<file path="src/rtl/fetch_pkg.sv">
// -----------------------------------------------------------------------------
// fetch_pkg
// Shared types and constants for the instruction fetch front end.
//   fetch_state_t : fetch sequencer state (RUN = normal fetch, DRAIN = waiting
//                   for stale in-flight responses after a redirect)
//   fetch_entry_t : one instruction-queue entry, {pc, instr}
//   RESET_PC      : first fetch address after reset
//   PC_STEP       : byte distance between consecutive instruction words
// -----------------------------------------------------------------------------
package fetch_pkg;

   typedef enum logic [0:0] {
      RUN   = 1'b0,
      DRAIN = 1'b1
   } fetch_state_t;

   typedef struct packed {
      logic [31:0] pc;
      logic [31:0] instr;
   } fetch_entry_t;

   localparam logic [31:0] RESET_PC = 32'h1eceb000;
   localparam logic [31:0] PC_STEP  = 32'd4;

   // Fetch addresses are word aligned; the two low address bits are dropped.
   function automatic logic [31:0] align_word(input logic [31:0] addr);
      return {addr[31:2], 2'b00};
   endfunction

endpackage

</file>
<file path="src/rtl/fetch_queue_ctrl.sv">
// -----------------------------------------------------------------------------
// fetch_queue_ctrl
// Front-end sequencer between the instruction memory port and the instruction
// queue. Issues in-order fetches, throttles them against queue space and an
// in-flight limit, pushes {pc, instr} entries, and on a redirect flushes the
// queue, restarts at the new PC and discards stale in-flight responses.
//
// Ports:
//   clk, rst          clock; synchronous active-low reset
//   redirect_valid/pc backend redirect pulse and new fetch PC
//   imem_req/addr     fetch request (registered, held until accepted)
//   imem_ready        memory accepts the request this cycle
//   imem_resp/rdata   in-order response and fetched instruction
//   queue_full_param  queue has too few free slots for new fetches
//   q_data_in/q_write_enable  queue push of {resp_pc, instr}
//   q_flush           single-cycle queue clear
//   outstanding       accepted-but-unanswered request count
// -----------------------------------------------------------------------------
module fetch_queue_ctrl #(
   parameter int unsigned MAX_OUTSTANDING = 4,
   parameter logic [31:0] RESET_PC        = 32'h1eceb000,
   parameter int unsigned DATA_WIDTH      = 64
) (
   input  logic                                   clk,
   input  logic                                   rst,
   input  logic                                   redirect_valid,
   input  logic [31:0]                            redirect_pc,
   output logic                                   imem_req,
   output logic [31:0]                            imem_addr,
   input  logic                                   imem_ready,
   input  logic                                   imem_resp,
   input  logic [31:0]                            imem_rdata,
   input  logic                                   queue_full_param,
   output logic [DATA_WIDTH-1:0]                  q_data_in,
   output logic                                   q_write_enable,
   output logic                                   q_flush,
   output logic [$clog2(MAX_OUTSTANDING+1)-1:0]   outstanding
);
   import fetch_pkg::*;

   localparam int unsigned      CNT_W    = $clog2(MAX_OUTSTANDING + 1);
   localparam logic [CNT_W-1:0] MAX_CNT  = CNT_W'(MAX_OUTSTANDING);
   localparam logic [CNT_W-1:0] ZERO_CNT = {CNT_W{1'b0}};

   fetch_state_t     state_q, state_d;
   logic [31:0]      fetch_pc_q, fetch_pc_d;
   logic [31:0]      resp_pc_q, resp_pc_d;
   logic [CNT_W-1:0] outstanding_q, outstanding_d;
   logic             imem_req_q, imem_req_d;
   logic             q_we_q, q_we_d;
   logic             q_flush_q, q_flush_d;
   fetch_entry_t     q_data_q, q_data_d;
   logic             accept_s;
   logic             resp_s;

   assign accept_s = imem_req_q & imem_ready;
   // A response with nothing in flight is a protocol error; it is ignored so
   // the counter can never wrap below zero.
   assign resp_s   = imem_resp & (outstanding_q != ZERO_CNT);

   // Next-state, in-flight counter, PC tracking, queue push and request issue.
   always_comb begin
      state_d       = state_q;
      fetch_pc_d    = fetch_pc_q;
      resp_pc_d     = resp_pc_q;
      outstanding_d = outstanding_q + CNT_W'(accept_s) - CNT_W'(resp_s);
      imem_req_d    = 1'b0;
      q_we_d        = 1'b0;
      q_flush_d     = 1'b0;
      q_data_d      = q_data_q;

      if (accept_s) begin
         fetch_pc_d = fetch_pc_q + PC_STEP;
      end else begin
         fetch_pc_d = fetch_pc_q;
      end

      if (redirect_valid) begin
         // Everything still in flight (including a request accepted this
         // very cycle) now belongs to the wrong path.
         fetch_pc_d = align_word(redirect_pc);
         resp_pc_d  = align_word(redirect_pc);
         q_flush_d  = 1'b1;
         if (outstanding_d != ZERO_CNT) begin
            state_d = DRAIN;
         end else begin
            state_d = RUN;
         end
      end else begin
         case (state_q)
            RUN: begin
               if (resp_s) begin
                  q_we_d    = 1'b1;
                  q_data_d  = '{pc: resp_pc_q, instr: imem_rdata};
                  resp_pc_d = resp_pc_q + PC_STEP;
               end else begin
                  q_we_d    = 1'b0;
               end
            end
            DRAIN: begin
               if (outstanding_d == ZERO_CNT) begin
                  state_d = RUN;
               end else begin
                  state_d = DRAIN;
               end
            end
            default: begin
               state_d = RUN;
            end
         endcase
      end

      // A pending request is held until accepted; only a redirect drops it.
      if (redirect_valid) begin
         imem_req_d = 1'b0;
      end else if (imem_req_q && !accept_s) begin
         imem_req_d = 1'b1;
      end else if ((state_d == RUN) && (outstanding_d < MAX_CNT) && !queue_full_param) begin
         imem_req_d = 1'b1;
      end else begin
         imem_req_d = 1'b0;
      end
   end

   // State and output registers with synchronous active-low reset.
   always_ff @(posedge clk) begin
      if (!rst) begin
         state_q       <= RUN;
         fetch_pc_q    <= RESET_PC;
         resp_pc_q     <= RESET_PC;
         outstanding_q <= ZERO_CNT;
         imem_req_q    <= 1'b0;
         q_we_q        <= 1'b0;
         q_flush_q     <= 1'b0;
         q_data_q      <= '{pc: 32'h0000_0000, instr: 32'h0000_0000};
      end else begin
         state_q       <= state_d;
         fetch_pc_q    <= fetch_pc_d;
         resp_pc_q     <= resp_pc_d;
         outstanding_q <= outstanding_d;
         imem_req_q    <= imem_req_d;
         q_we_q        <= q_we_d;
         q_flush_q     <= q_flush_d;
         q_data_q      <= q_data_d;
      end
   end

   assign imem_req       = imem_req_q;
   assign imem_addr      = fetch_pc_q;
   assign q_data_in      = q_data_q;
   assign q_write_enable = q_we_q;
   assign q_flush        = q_flush_q;
   assign outstanding    = outstanding_q;

endmodule

</file>
<file path="config.mk">
export PLATFORM = sky130hd
export DESIGN_NAME = fetch_queue_ctrl
export DESIGN_NICKNAME = d
export VERILOG_FILES = /design/src/rtl/fetch_pkg.sv /design/src/rtl/fetch_queue_ctrl.sv
export SDC_FILE = /design/constraint.sdc
export NUM_CORES = 1
export LEC_CHECK = 0
export CAP_MARGIN = 40
export CORE_MARGIN = 2
export CORE_UTILIZATION = 42
export DETAILED_ROUTE_END_ITERATION = 10
export HOLD_SLACK_MARGIN = 0.12
export PLACE_DENSITY = 0.76
export SLEW_MARGIN = 20
export SYNTH_ARGS = -nofsm -noshare
export SYNTH_HDL_FRONTEND = slang
export SYNTH_SLANG_ARGS = --single-unit
</file>
<file path="constraint.sdc">
create_clock -name clk -period 2.25 [get_ports clk]
set_input_delay 0.45 -clock clk [delete_from_list [all_inputs] [get_ports clk]]
set_output_delay 0.45 -clock clk [all_outputs]
set_load 0.02 [all_outputs]
</file>
======== Word-level counts from Yosys, hierarchy flattened ========
Index checks and enable logic that the tools add are counted.
word-level totals
  bits in registers ....................... 135
  bits in latches ......................... 0
  bits in writable memories ............... 0
  ROM bits ................................ 0
  input port bits ......................... 70
  output and inout port bits .............. 102
  logic and storage cells ................. 51
  memories kept ........................... 0
operators by class
  add/subtract/negate cells ............... 4
  multipliers ............................. 0
  divide/modulo/power cells ............... 0
  magnitude comparators ................... 1
  equal/unequal tests ..................... 1
  shift operators ......................... 0
  mux-type cells .......................... 13
  bitwise operators ....................... 6
  reductions and logical operators ........ 15
operators by type and width
  operator                                            number
  2-to-1 mux 32 bit                                   5
  adder 32 x 3 -> 32 bit (second input constant)      2
  2-to-1 mux 1 bit                                    8
  nonzero test 3 bit                                  2
  NOT 1 bit                                           4
  AND reduction 2 bit                                 2
  nonzero test 2 bit                                  2
  adder 3 x 1 -> 3 bit                                1
  logical AND 1 bit                                   3
  zero test 3 bit                                     1
  less-than comparator 3 bit (second input constant)  1
  AND reduction 3 bit                                 1
  OR reduction 3 bit                                  1
  subtractor 3 x 1 -> 3 bit                           1
  AND 1 bit                                           2
  zero test 1 bit                                     2
  inequality test 2 bit (second input constant)       1
  OR reduction 2 bit                                  1

======== Longest topological paths before layout ========
Gate-level depths: netlist of run 1.
  depth after elaboration ................. 12
  depth in mapped cells ................... 11

======== Worst setup path before layout of run 1 ========
Ideal clock, no wire load.
  path type ............................... register to register
  start point ............................. register outstanding_q[1], in the netlist outstanding[1]
  end point ............................... register imem_req_q, in the netlist imem_req
  arrival ................................. 2.359 ns
  slack ................................... -0.224 ns
  cell stages (with the launch flop) ...... 12
  clock period less this slack ............ 2.474 ns
  cells stage by stage .................... dfxtp_1 o31ai_2 inv_1 ha_1 inv_1 ha_1 inv_1 fa_1 nor2b_1 o21ai_0 o22ai_1 and2_1
on the way
  longest elaborated chain between the ends .. 12
ends and longest elaborated chain
  what                              line                     RTL
  start: declaration                fetch_queue_ctrl.sv:48   logic [CNT_W-1:0] outstanding_q, outstanding_d;
  start signal: assignment          fetch_queue_ctrl.sv:140  outstanding_q <= outstanding_d;
  nonzero test 3 bit *              fetch_queue_ctrl.sv:59   assign resp_s = imem_resp & (outstanding_q != ZERO_CNT);
  AND 1 bit *                       fetch_queue_ctrl.sv:59
  net resp_s                        fetch_queue_ctrl.sv:54   logic resp_s;
  subtractor 3 x 1 -> 3 bit *       fetch_queue_ctrl.sv:66   outstanding_d = outstanding_q + CNT_W'(accept_s) - CNT_W'(resp_s);
  zero test 3 bit                   fetch_queue_ctrl.sv:101  if (outstanding_d == ZERO_CNT) begin
  2-to-1 mux 1 bit                  fetch_queue_ctrl.sv:101
  2-to-1 mux 1 bit                  fetch_queue_ctrl.sv:90   case (state_q)
  2-to-1 mux 1 bit                  fetch_queue_ctrl.sv:78   if (redirect_valid) begin
  NOT 1 bit                         fetch_queue_ctrl.sv:118  end else if ((state_d == RUN) && (outstanding_d < MAX_CNT) && !queue_full_param) begin
  logical AND 1 bit * (2 in a row)  fetch_queue_ctrl.sv:118
  2-to-1 mux 1 bit *                fetch_queue_ctrl.sv:118
  2-to-1 mux 1 bit *                fetch_queue_ctrl.sv:116  end else if (imem_req_q && !accept_s) begin
  end signal: assignment            fetch_queue_ctrl.sv:141  imem_req_q <= imem_req_d;
  end: declaration                  fetch_queue_ctrl.sv:49   logic imem_req_q, imem_req_d;
Mark *: on every way through the listed nets, which the timed path passes. The rest lies on a longest branch.
A chain may end at the register's enable or synchronous reset.

======== Worst setup path in the final report of run 1 ========
  start point ............................. input imem_ready
  end point ............................... register imem_req_q, in the netlist imem_req
on the way
  longest elaborated chain between the ends .. 12
ends and longest elaborated chain
  what                            line                     RTL
  start: declaration              fetch_queue_ctrl.sv:30   input logic imem_ready,
  AND 1 bit *                     fetch_queue_ctrl.sv:56   assign accept_s = imem_req_q & imem_ready;
  adder 3 x 1 -> 3 bit            fetch_queue_ctrl.sv:66
  subtractor 3 x 1 -> 3 bit       fetch_queue_ctrl.sv:66
  zero test 3 bit                 fetch_queue_ctrl.sv:101
  2-to-1 mux 1 bit                fetch_queue_ctrl.sv:101
  2-to-1 mux 1 bit                fetch_queue_ctrl.sv:90
  2-to-1 mux 1 bit                fetch_queue_ctrl.sv:78
  NOT 1 bit                       fetch_queue_ctrl.sv:118
  logical AND 1 bit (2 in a row)  fetch_queue_ctrl.sv:118
  2-to-1 mux 1 bit                fetch_queue_ctrl.sv:118
  2-to-1 mux 1 bit *              fetch_queue_ctrl.sv:116
Every way passes the cells marked *; elsewhere a longest branch is shown, timed or not.

==> impl_metrics.sql, run 1 <==
INSERT INTO impl_metrics (metric_group, metric, value, unit) VALUES
('finish', 'final_util', '64.5', '%'),
('yosys', 'synthesis.area', '5550', 'µm²'),
('finish', 'drive_gt1_share', '11.2', '%'),
('global_routing', 'global_route.usage.met2', '41.3', '%'),
('yosys', 'synth_seq_area_share', '46.5', '%'),
('clocking', 'tritoncts', 'yes', ''),
('placed_design', 'pre_cts_setup_slack', '-0.422', 'ns'),
('setup_path', 'reg2reg_setup_slack', '-0.02', 'ns'),
('floorplan', 'start_util', '43.4', '%'),
('global_routing', 'number_of_global_route_vias_before_repair', '5586', ''),
('finish', 'fin_area', '8240', 'µm²'),
('setup_path', 'worst-setup-path-type', 'in -> reg', ''),
('power_and_ir_drop', 'p_int', '5.14', 'mW'),
('global_routing', 'initial_antenna_violation_count', '0', ''),
('setup_path', 'worst_path_largest_cell_delay', '0.56', 'ns'),
('yosys', 'synth_common_cells', 'sky130_fd_sc_hd__nand2_1 (153), sky130_fd_sc_hd__dfxtp_1 (129), sky130_fd_sc_hd__a21oi_1 (108)', ''),
('yosys', 'synth.top_cells.by_area', 'sky130_fd_sc_hd__dfxtp_1 (47%), sky130_fd_sc_hd__nand2_1 (10%), sky130_fd_sc_hd__a21oi_1 (9.7%)', ''),
('timing', 'grt_setup_unrepaired', 'true', ''),
('global_routing', 'wire_length_of_the_first_global_routing_pass', '28.1', 'mm'),
('global_routing', 'met3_global_route_usage', '8.72', '%'),
('yosys', 'yosys.area_share.xor_xnor', '7.89', '%'),
('setup_path', 'crit_required', '2.61', 'ns'),
('timing', 'slew_violations', '0', ''),
('setup_path', 'path_delay_family', 'adder cells', ''),
('detailed_routing', 'routed-via-count', '5686', ''),
('yosys', 'synth_simple_gate_area_share', '23.4', '%'),
('yosys', 'synth.most_common_cell', 'sky130_fd_sc_hd__nand2_1', ''),
('detailed_routing', 'drc', '0', ''),
('detailed_routing', 'via_per_inst', '5.42', ''),
('yosys', 'dominant_combinational_cell_family_by_area_after_synthesis', 'simple AND/OR/NAND/NOR gates', ''),
('run', 'timing.max_cap.violations', '0', ''),
('global_routing', 'total_overflow_reported_by_the_global_router', '0', ''),
('yosys', 'synth.largest_area_cell', 'sky130_fd_sc_hd__dfxtp_1', ''),
('setup_path', 'critical_path_buf_inv_count', '3', ''),
('min_path', 'worstHoldPathCells', '2', ''),
('detailed_routing', 'postRouteWirelength', '17.5', 'mm'),
('yosys', 'yosys_warning_count', '0', ''),
('global_routing', 'global_route_met1_usage', '29.7', '%'),
('global_routing', 'busiest_layer', 'met2', ''),
('yosys', 'yosysTopAreaCellShare', '46.5', '%'),
('yosys', 'postSynthAreaPerCell', '8.21', 'µm²'),
('setup_path', 'reg2reg_depth', '11', ''),
('floorplan', 'core_area', '12800', 'µm²'),
('floorplan', 'die_height', '119', 'µm'),
('timing', 'slew_headroom', '62.0', '%'),
('placed_design', 'total_cell_area_at_the_placement_stage', '7630', 'µm²'),
('timing', 'fmax', '434', 'MHz'),
('power_and_ir_drop', 'static-leakage-power', '3.00', 'nW'),
('placed_design', 'dp.final_hpwl', '12.6', 'mm'),
('placed_design', 'dp_cells', '1017', ''),
('power_and_ir_drop', 'power.switching_fraction', '28.9', '%'),
('timing', 'worstMarginPinSlew', '0.568', 'ns'),
('yosys', 'synth-edff-count', '0', ''),
('detailed_routing', 'routed_wire_length_per_instance', '16.6', 'µm'),
('setup_path', 'crit_top_cell', 'sky130_fd_sc_hd__ha_1', ''),
('floorplan', 'die_area', '14100', 'µm²'),
('clocking', 'cts.htree.levels', '4', ''),
('min_path', 'whs_endpoint', 'q_data_in[27]', ''),
('timing', 'post-route-worst-setup-slack', '-0.0557', 'ns'),
('outcome', 'status', 'finished, violations left', ''),
('power_and_ir_drop', 'pwr_density_cell', '877', 'nW/µm²'),
('timing', 'fin_skew', '0.00864', 'ns'),
('timing', 'setup_viol', '1', ''),
('placed_design', 'place_congestion', '0.860', ''),
('floorplan', 'ioPinCount', '172', ''),
('detailed_routing', 'route.antenna.remaining_nets', '0', ''),
('timing', 'report.final.hold_viol_count', '0', ''),
('outcome', 'failing_checks', 'negative setup slack', ''),
('power_and_ir_drop', 'power_frac_comb', '24.0', '%'),
('global_routing', 'gr-usage-all-layers', '24.9', '%'),
('yosys', 'yosys_register_bits', '129', '');
area by class of cell:
class	instances	area (µm²)
timing repair buffer	214	2040
clock buffer	29	561
fill	1071	4530
tap	172	215
clock inverter	3	40.0
sequential	129	2590
inverter	10	37.5
multi-input combinational	493	2760
layer usage:
metal / up-vias / wire [µm]
met2: 253 / 8430
met4: 0 / 368
met5: - / 0
met3: 29 / 1480
met1: 2693 / 7190
li1: 2711 / -
power groups by stage:
stage / clock (mW) / sequential (mW) / combinational (mW)
after floorplan: 0 / 2.97 / 0.677
after global placement: 0 / 2.77 / 1.65
after detailed placement: 0 / 2.79 / 1.69
after CTS: 2.78 / 2.74 / 1.70
after global routing: 2.89 / 2.78 / 1.87
final: 2.75 / 2.75 / 1.73
registers in the layout, indices dropped and copies added, names as in the netlist:
register        cells
state_q             1
imem_addr          30
outstanding         3
q_flush             1
q_write_enable      1
q_data_in          62
resp_pc_q          30
imem_req            1
cell usage in the layout (no fill, tap or decap), drive strengths merged, types with 4 or more instances in the layout:
cell | synthesis | layout
dfxtp | 129 | 129
a21oi | 109 | 109
nand2 | 153 | 153
xnor2 | 21 | 21
nand4 | 23 | 23
o211ai | 7 | 7
conb | 1 | 4
inv | 10 | 10
clkbuf | 30 | 29
clkdlybuf4s50 | 0 | 165
nor3 | 8 | 8
o311ai | 4 | 4
o21ai | 22 | 22
and4 | 9 | 9
nand3 | 21 | 21
nor2 | 27 | 27
ha | 4 | 4
xor2 | 29 | 29
buf | 17 | 49
and3 | 7 | 7
o22ai | 4 | 4
nor4 | 8 | 8
cell families after synthesis:
kind of cell    count (synthesis)
simple gates                  272
fa+ha+maj                       5
mux                             2
compound gates                160
other cells                     1
buf+inv                        57
xor+xnor                       50
flops                         129
per-stage QoR:
| step | power (mW) | hold WS (ns) |
|---|---|---|
| after floorplan | 3.65 | 0.440 |
| after global placement | 4.42 | 0.441 |
| after detailed placement | 4.47 | 0.447 |
| after CTS | 7.23 | 0.453 |
| after global routing | 7.53 | 0.469 |
| final | 7.23 | 0.450 |
worst reg2reg max path: stages (launching register included):
cell and delay [ns]:
sky130_fd_sc_hd__dfxtp_2 0.34, sky130_fd_sc_hd__o31ai_4 0.24, sky130_fd_sc_hd__inv_1 0.07, sky130_fd_sc_hd__ha_1 0.27, sky130_fd_sc_hd__inv_1 0.06, sky130_fd_sc_hd__ha_1 0.15
sky130_fd_sc_hd__inv_2 0.04, sky130_fd_sc_hd__fa_1 0.56, sky130_fd_sc_hd__nor2b_4 0.17, sky130_fd_sc_hd__o21ai_2 0.06, sky130_fd_sc_hd__o22ai_1 0.12, sky130_fd_sc_hd__and2_1 0.13
worst max path at each step:
stage                               from  endpoint  slack, ns  cells after the start
final                         imem_ready  imem_req      -0.06                     11
after global routing      outstanding[1]  imem_req      -0.11                     11
after detailed placement      imem_ready  imem_req      -0.42                     11
after global placement        imem_ready  imem_req      -0.35                     11
after floorplan           outstanding[0]  imem_req      -0.03                     11
after CTS                 outstanding[0]  imem_req      -0.02                     11
timing repair:
action,in CTS,in global routing
hold buffers,0,0
endpoints found under the setup margin,1,2
resized for setup,0,3
pin swaps,0,5
buffers inserted,0,1
Note: power is estimated with default switching activity, not from simulation.
==> run 2, diff against run 1 <==
SLEW_MARGIN = default   (was 20)
==> results of run 2 <==
The final DEF is identical to that of run 1; final timing and power are the same.
